===== src/rtl/branch_redirect_ctrl.sv =====
// Turns a taken BCU result into a held redirect request for the IFU.
// It also flushes the wrong-path stages and keeps saturating branch/taken counters.
module branch_redirect_ctrl #(
  parameter int XLEN    = 64,
  parameter int BCUOP_W = 3,
  parameter int CNT_W   = 32
) (
  input  logic               clk,
  input  logic               rst_n,
  input  logic               ex_valid_i_brc,
  input  logic [BCUOP_W-1:0] bcuop_i_brc,
  input  logic               jump_branch_i_brc,
  input  logic [XLEN-1:0]    dnpc_i_brc,
  input  logic               ifu_ready_i_brc,
  output logic               redirect_valid_o_brc,
  output logic [XLEN-1:0]    redirect_pc_o_brc,
  output logic               flush_o_brc,
  output logic               stall_o_brc,
  output logic               misalign_o_brc,
  output logic [CNT_W-1:0]   branch_cnt_o_brc,
  output logic [CNT_W-1:0]   taken_cnt_o_brc
);

  typedef enum logic [1:0] {
    IDLE  = 2'b00,
    REDIR = 2'b01,
    DRAIN = 2'b10
  } state_t;

  state_t state;

  logic br;
  logic tk;
  logic tk_aligned;
  logic tk_misaligned;

  function automatic logic [CNT_W-1:0] sat_inc(input logic [CNT_W-1:0] v);
    return (&v) ? v : v + CNT_W'(1);
  endfunction

  assign br            = ex_valid_i_brc & (|bcuop_i_brc);
  assign tk            = br & jump_branch_i_brc;
  assign tk_aligned    = tk & (dnpc_i_brc[1:0] == 2'b00);
  assign tk_misaligned = tk & (dnpc_i_brc[1:0] != 2'b00);

  always_ff @(posedge clk or negedge rst_n) begin
    if (!rst_n) begin
      state                <= IDLE;
      redirect_valid_o_brc <= 1'b0;
      redirect_pc_o_brc    <= '0;
      flush_o_brc          <= 1'b0;
      stall_o_brc          <= 1'b0;
      misalign_o_brc       <= 1'b0;
      branch_cnt_o_brc     <= '0;
      taken_cnt_o_brc      <= '0;
    end else begin
      case (state)
        IDLE: begin
          // Only IDLE samples EX; everything seen in REDIR/DRAIN is wrong-path.
          redirect_valid_o_brc <= tk_aligned;
          flush_o_brc          <= tk_aligned;
          stall_o_brc          <= tk_aligned;
          misalign_o_brc       <= tk_misaligned;
          if (br) branch_cnt_o_brc <= sat_inc(branch_cnt_o_brc);
          if (tk) taken_cnt_o_brc  <= sat_inc(taken_cnt_o_brc);
          if (tk_aligned) begin
            redirect_pc_o_brc <= dnpc_i_brc;
            state             <= REDIR;
          end
        end
        REDIR: begin
          flush_o_brc    <= 1'b0;
          misalign_o_brc <= 1'b0;
          stall_o_brc    <= 1'b1;
          if (redirect_valid_o_brc && ifu_ready_i_brc) begin
            redirect_valid_o_brc <= 1'b0;
            state                <= DRAIN;
          end
        end
        DRAIN: begin
          redirect_valid_o_brc <= 1'b0;
          flush_o_brc          <= 1'b0;
          misalign_o_brc       <= 1'b0;
          stall_o_brc          <= 1'b0;
          state                <= IDLE;
        end
        default: begin
          redirect_valid_o_brc <= 1'b0;
          flush_o_brc          <= 1'b0;
          stall_o_brc          <= 1'b0;
          misalign_o_brc       <= 1'b0;
          state                <= IDLE;
        end
      endcase
    end
  end

endmodule


===== config.mk =====
export PLATFORM = sky130hd
export DESIGN_NAME = branch_redirect_ctrl
export DESIGN_NICKNAME = d
export VERILOG_FILES = /design/src/rtl/branch_redirect_ctrl.sv
export SDC_FILE = /design/constraint.sdc
export NUM_CORES = 1
export LEC_CHECK = 0
export ABC_AREA = 1
export CORE_UTILIZATION = 52
export CTS_CLUSTER_DIAMETER = 30
export CTS_CLUSTER_SIZE = 25
export DETAILED_ROUTE_END_ITERATION = 7
export GPL_ROUTABILITY_DRIVEN = 0
export PLACE_DENSITY = 0.94
export RECOVER_POWER = 25
export SETUP_SLACK_MARGIN = 0.3
export SYNTH_ARGS = -nofsm -noshare
export SYNTH_HDL_FRONTEND = slang
export SYNTH_SLANG_ARGS = --single-unit
export TNS_END_PERCENT = 50

===== constraint.sdc =====
create_clock -name clk -period 3.1 [get_ports clk]
set_clock_uncertainty 0.15 [all_clocks]
set_input_delay 0.31 -clock clk [delete_from_list [all_inputs] [get_ports clk]]
set_output_delay 0.31 -clock clk [all_outputs]
set_load 0.05 [all_outputs]

=== Word-level counts from Yosys, hierarchy flattened ===
Index checks and enable logic that the tools add are counted.

* Reductions and logical operators: 11
* Muxes and demuxes: 8
* Equal/unequal tests: 3
* $add $sub $neg: 2
* Bitwise operators: 6

{| class="wikitable"
|+ Operator list
! cell !! count
|-
| $add A32 B1 Y32 const B || 2
|-
| $reduce_and A32 Y1 || 2
|-
| $reduce_and A3 Y1 || 2
|-
| $and A1 B1 Y1 || 4
|-
| $logic_not A2 Y1 || 2
|-
| $mux W2 || 2
|-
| $ne A2 B2 Y1 const B || 2
|-
| $pmux W1 S2 || 2
|-
| $pmux W2 S2 || 1
|-
| $reduce_and A2 Y1 || 2
|-
| $mux W1 || 3
|-
| $reduce_or A3 Y1 || 1
|-
| $eq A2 B1 Y1 const B || 1
|-
| $not A1 Y1 || 2
|-
| $reduce_bool A2 Y1 || 1
|-
| $logic_and A1 B1 Y1 || 1
|}

* Bits of input ports: 72
* Output and inout port bits: 132
* Register bits after elaboration: 134
* Word-level logic and storage cells: 38

=== Depth between registers and ports, before layout ===
* Depth in word-level cells: 6
* Depth in mapped cells: 11
* Gate-level depth less buffers: 10

=== Worst setup path after synthesis ===
Ideal clock, no wire load.

* Kind: reg-to-reg
* Start point: reg taken_cnt_o_brc[0]
* End point: reg taken_cnt_o_brc[16]
* Path buffers: 1
* Path slack: 954 ps
* Period minus slack after synthesis: 2146 ps
* Library setup time: 118 ps
* Data arrival time: 1878 ps
* Stages on the path, launching flop included: 12
* Required time: 2832 ps
* Cell sequence: dfrtp_1 -> ha_1 -> nand3_2 -> inv_2 -> nand2_4 -> nor2_8 -> nand2_4 -> nand2_8 -> inv_6 -> buf_6 -> nand2_1 -> nand2_1

* Word-level cells in the longest chain between the ends: 3
* Elaborated cells on any way between the ends: 4
* Those cells by class: 1 x add/sub; 1 x bitwise; 2 x reduce/logical

{| class="wikitable"
|+ Ends and longest elaborated chain
! element !! RTL line !! RTL
|-
| start, declared || 21 || <nowiki>output logic [CNT_W-1:0] taken_cnt_o_brc</nowiki>
|-
| start signal, assigned || 65 || <nowiki>if (tk) taken_cnt_o_brc <= sat_inc(taken_cnt_o_brc);</nowiki>
|-
| branches (longest 3 deep; another with $add A32 B1 Y32) || n/a ||
|}

Parallel ways; which one is timed is not known.
A chain may end at the register's enable or synchronous reset.

=== Worst setup path in the final report ===
* Start point: reg branch_cnt_o_brc[0]
* End point: reg branch_cnt_o_brc[10]

* Word-level cells in the longest chain between the ends: 3
* Elaborated cells on any way between the ends: 4
* Those cells by class: 1 x add/sub; 1 x bitwise; 2 x reduce/logical

{| class="wikitable"
|+ Ends and longest elaborated chain
! element !! RTL line !! RTL
|-
| start, declared || 20 || <nowiki>output logic [CNT_W-1:0] branch_cnt_o_brc,</nowiki>
|-
| start signal, assigned || 64 || <nowiki>if (br) branch_cnt_o_brc <= sat_inc(branch_cnt_o_brc);</nowiki>
|-
| branches (longest 3 deep; another with $add A32 B1 Y32) || n/a ||
|}

Parallel ways; which one is timed is not known.

==> summary.md <==
| Metric | Value |
|---|---|
| Die area | `13900 um^2` |
| I/O Pins | `204` |
| Max Slew Vio Count | `0` |
| # fillers | `867` |
| Drt total wl | `20600 um` |
| Max Cap Violations | `0` |
| Reg clk slew, reported paths | `0.06 ns` |
| Congestion Overflow GR | `0` |
| Final Cell Area | `9720 um^2` |
| Post-CTS resize count | `0` |
| Crit-path max FO | `22` |
| HP Start | `dnpc_i_brc[55]` |
| Max-slew headroom | `0.0598` |
| FF+latch count, synth | `134` |
| Cell Rows | `41` |
| Clock Latency Late Sink | `0.42 ns` |
| Fin. Hold Viols | `0` |
| Crit end category | `register` |
| Initial Util | `0.543` |
| Reg-to-reg startpoint | `branch_cnt_o_brc[0]` |
| Nets | `1225` |
| Worst path most repeated cell | `nand2_1` |
| Mapped Avg Cell Area | `7.35 um^2` |
| Crit path max-delay cell type | `nor2_2` |
| Synth Area in Compound Gates | `0.00646` |
| CTS max path bufs | `2` |
| N_diodes | `0` |
| Initial antenna violation count | `0` |
| Post-DP HPWL | `14100 um` |
| Initial drt markers | `609` |
| Post-synth cell types | `29` |
| Worst Setup Path Type | `reg -> reg` |
| Gr usage total | `0.310` |
| Die width | `118 um` |
| Drt wl/cell | `15.4 um` |
| Worst r2r dst | `branch_cnt_o_brc[10]` |
| Peak supply drop | `0.000779 V` |
| Post-Synthesis Cell Area | `6970 um^2` |
| Crit path DAT | `2.71 ns` |
| Placed Instance Area | `9070 um^2` |
| Post-DRT Antenna Nets | `0` |
| Main combinational cell family by area after synthesis | `simple AND/OR/NAND/NOR gates` |
| Post-Synth Adder-Cell Area | `0.00359` |
| Highest clock rate | `399 MHz` |
| R2R Setup Slk | `0.60 ns` |
| Pleak | `4.65 nW` |
| Vias | `7018` |
| Status | `finished clean` |
| Worst Hold End | `redirect_pc_o_brc[55]` |
| Synth Warn # | `0` |
| Sink Count | `134` |
| Worst slew pin tran | `1.41 ns` |
| Drt first pass iters | `8` |
| Xor and xnor area share after synthesis | `0.0377` |
| Post-Synth Simple-Gate Area | `0.421` |
| Layout area overhead | `39.4%` |
| Die Y | `118 um` |
| Via/cell ratio | `5.25` |
| Critical Path Source Type | `register` |
| Finish-stage setup viols | `0` |
| IO buf count | `203` |
| Register-to-Register Path Depth | `10` |
| Number of global-route vias before repair | `6914` |
| Hold depth | `3` |
| CTS buffer count | `17` |
| Pwr dens | `835 nW/um^2` |
| RSZ-0062 raised after global routing | `no` |
| Cells after Synth | `948` |
| CTS tree | `built` |
| Post-synthesis sequential area ratio | `0.481` |
| Req. time, crit path | `3.30 ns` |
| Period utilisation layout | `0.808` |
| Root Buffer | `clkbuf_16` |
| Core ar. | `12800 um^2` |
| Post-synthesis mux area share | `0` |
| Post-Syn Nets | `1022` |
| Worst-path cell chain | `ha_1 > nand2_1 > nor2_4 > nand2_2 > nor2_4 > nand2_2 > nand2_1 > nor2_2 > nand2_1 > nand2_1` |
| H-tree depth | `4` |
| Largest net degree at the start of global routing | `65` |
| Largest stage delay, worst path | `0.70 ns` |
| Hold crit path type | `in -> reg` |
| Layout cells sized above 1 | `0.0567` |
| DRC Markers | `0` |
| Final min period | `2.50 ns` |
| First-pass GRT wire length | `33600 um` |
| Setup TNS | `0 ns` |
## flip-flops by register name, summed over array words and instances, names as in the netlist
| signal | cells |
|---|---|
| flush_o_brc | 1 |
| redirect_valid_o_brc | 1 |
| branch_cnt_o_brc | 32 |
| stall_o_brc | 1 |
| redirect_pc_o_brc | 64 |
| misalign_o_brc | 1 |
| taken_cnt_o_brc | 32 |
| state | 2 |
## through the flow
step	worst slack, ns	std cells	util	hold slack [ns]	power [W]
after floorplan	0.954	948	-	-0.136	0.00465
after global placement	0.720	1303	0.708	0.158	0.00581
after detailed placement	0.634	1303	0.708	0.165	0.00588
after CTS	0.606	1336	0.759	0.251	0.00815
after global routing	0.213	1336	0.758	0.273	0.00842
final	0.597	1336	0.758	0.265	0.00811
## per-layer routing
metal | GRT usage | part of all wire | vias up
met5 | 0 | 0 | -
met4 | 0.174 | 0.040 | 0
met3 | 0.0959 | 0.099 | 78
met2 | 0.506 | 0.49 | 383
met1 | 0.362 | 0.37 | 3249
li1 | - | - | 3308
## kinds of logic after synthesis
group / count (synthesis)
compound gates: 8
xor+xnor: 30
fa+ha+maj: 2
buf+inv: 61
flops: 134
simple gates: 713
## cells in the mapped netlist, drive strengths merged
cell | count | area share
nand3 | 16 | 0.013
nand4 | 8 | 0.0072
xor2 | 21 | 0.026
nor3 | 6 | 0.0043
clkbuf | 1 | 0.00054
clkinv | 1 | 0.00054
o21ai | 6 | 0.0043
buf | 25 | 0.030
nand2 | 552 | 0.30
xnor2 | 9 | 0.011
inv | 34 | 0.019
dfrtp | 134 | 0.48
o21a | 1 | 0.0011
a21boi | 1 | 0.0011
ha | 2 | 0.0036
nand3b | 24 | 0.026
nor2 | 107 | 0.067
## where the power goes
part	total (W)	internal (W)	leakage (nW)	switching [W]
sequential	0.00253	0.00219	1.77	0.000333
combinational	0.00339	0.00105	2.56	0.00234
clock	0.00220	0.00143	0.315	0.000769
total	0.00811	0.00467	4.65	0.00344
## worst max path at each step
stage / depth (start not counted) / start / slack, ns / to
after floorplan: 11 / taken_cnt_o_brc[0] / 0.95 / taken_cnt_o_brc[16]
final: 10 / branch_cnt_o_brc[0] / 0.60 / branch_cnt_o_brc[10]
after global placement: 8 / bcuop_i_brc[2] / 0.72 / branch_cnt_o_brc[28]
after detailed placement: 8 / bcuop_i_brc[2] / 0.63 / branch_cnt_o_brc[10]
after global routing: 3 / rst_n / 0.21 / branch_cnt_o_brc[15]
after CTS: 10 / branch_cnt_o_brc[0] / 0.61 / branch_cnt_o_brc[10]
## placed cells by master, fill, tap and decap left out, types with 2 or more instances in the layout
cell type	synthesis	layout
buf_4	4	3
bufinv_16	0	4
clkbuf_16	0	17
clkbuf_2	0	2
clkbuf_8	0	4
clkdlybuf4s50_1	0	202
clkinv_2	0	2
clkinv_4	0	3
clkinvlp_4	0	2
dfrtp_1	134	134
ha_1	2	2
inv_1	30	30
inv_2	3	3
nand2_1	545	544
nand2_2	4	5
nand2_4	2	2
nand3_1	14	14
nand3_2	2	2
nand3b_1	24	24
nand4_1	8	8
nor2_1	94	94
nor2_2	8	8
nor2_4	4	4
nor3_1	6	6
o21ai_0	2	2
o21ai_1	4	4
xnor2_1	9	9
xor2_1	21	21
## worst max-delay path: cells and delay by family, from the launching register on
family                     cells  cell delay (ns)
and+or+nand+nor                9             1.55
DFF                            1             0.44
adders and majority gates      1             0.27
## layout make-up
class                   instances  area [um^2]  share of cell area
flip-flops and latches        134         3350               0.345
clock inverters                11          171              0.0176
repair buffers                210         2090               0.215
well taps                     172          215              0.0222
multi-input cells             753         3270               0.336
clock buffers                  21          480              0.0495
inverters                      35          136              0.0140
## what timing repair did
item                      4_1_cts  5_1_grt
buffers inserted                0        0
hold endpoints to repair       56        0
hold buffers                    1        0
No activity file was read; power rests on OpenSTA's default activity.
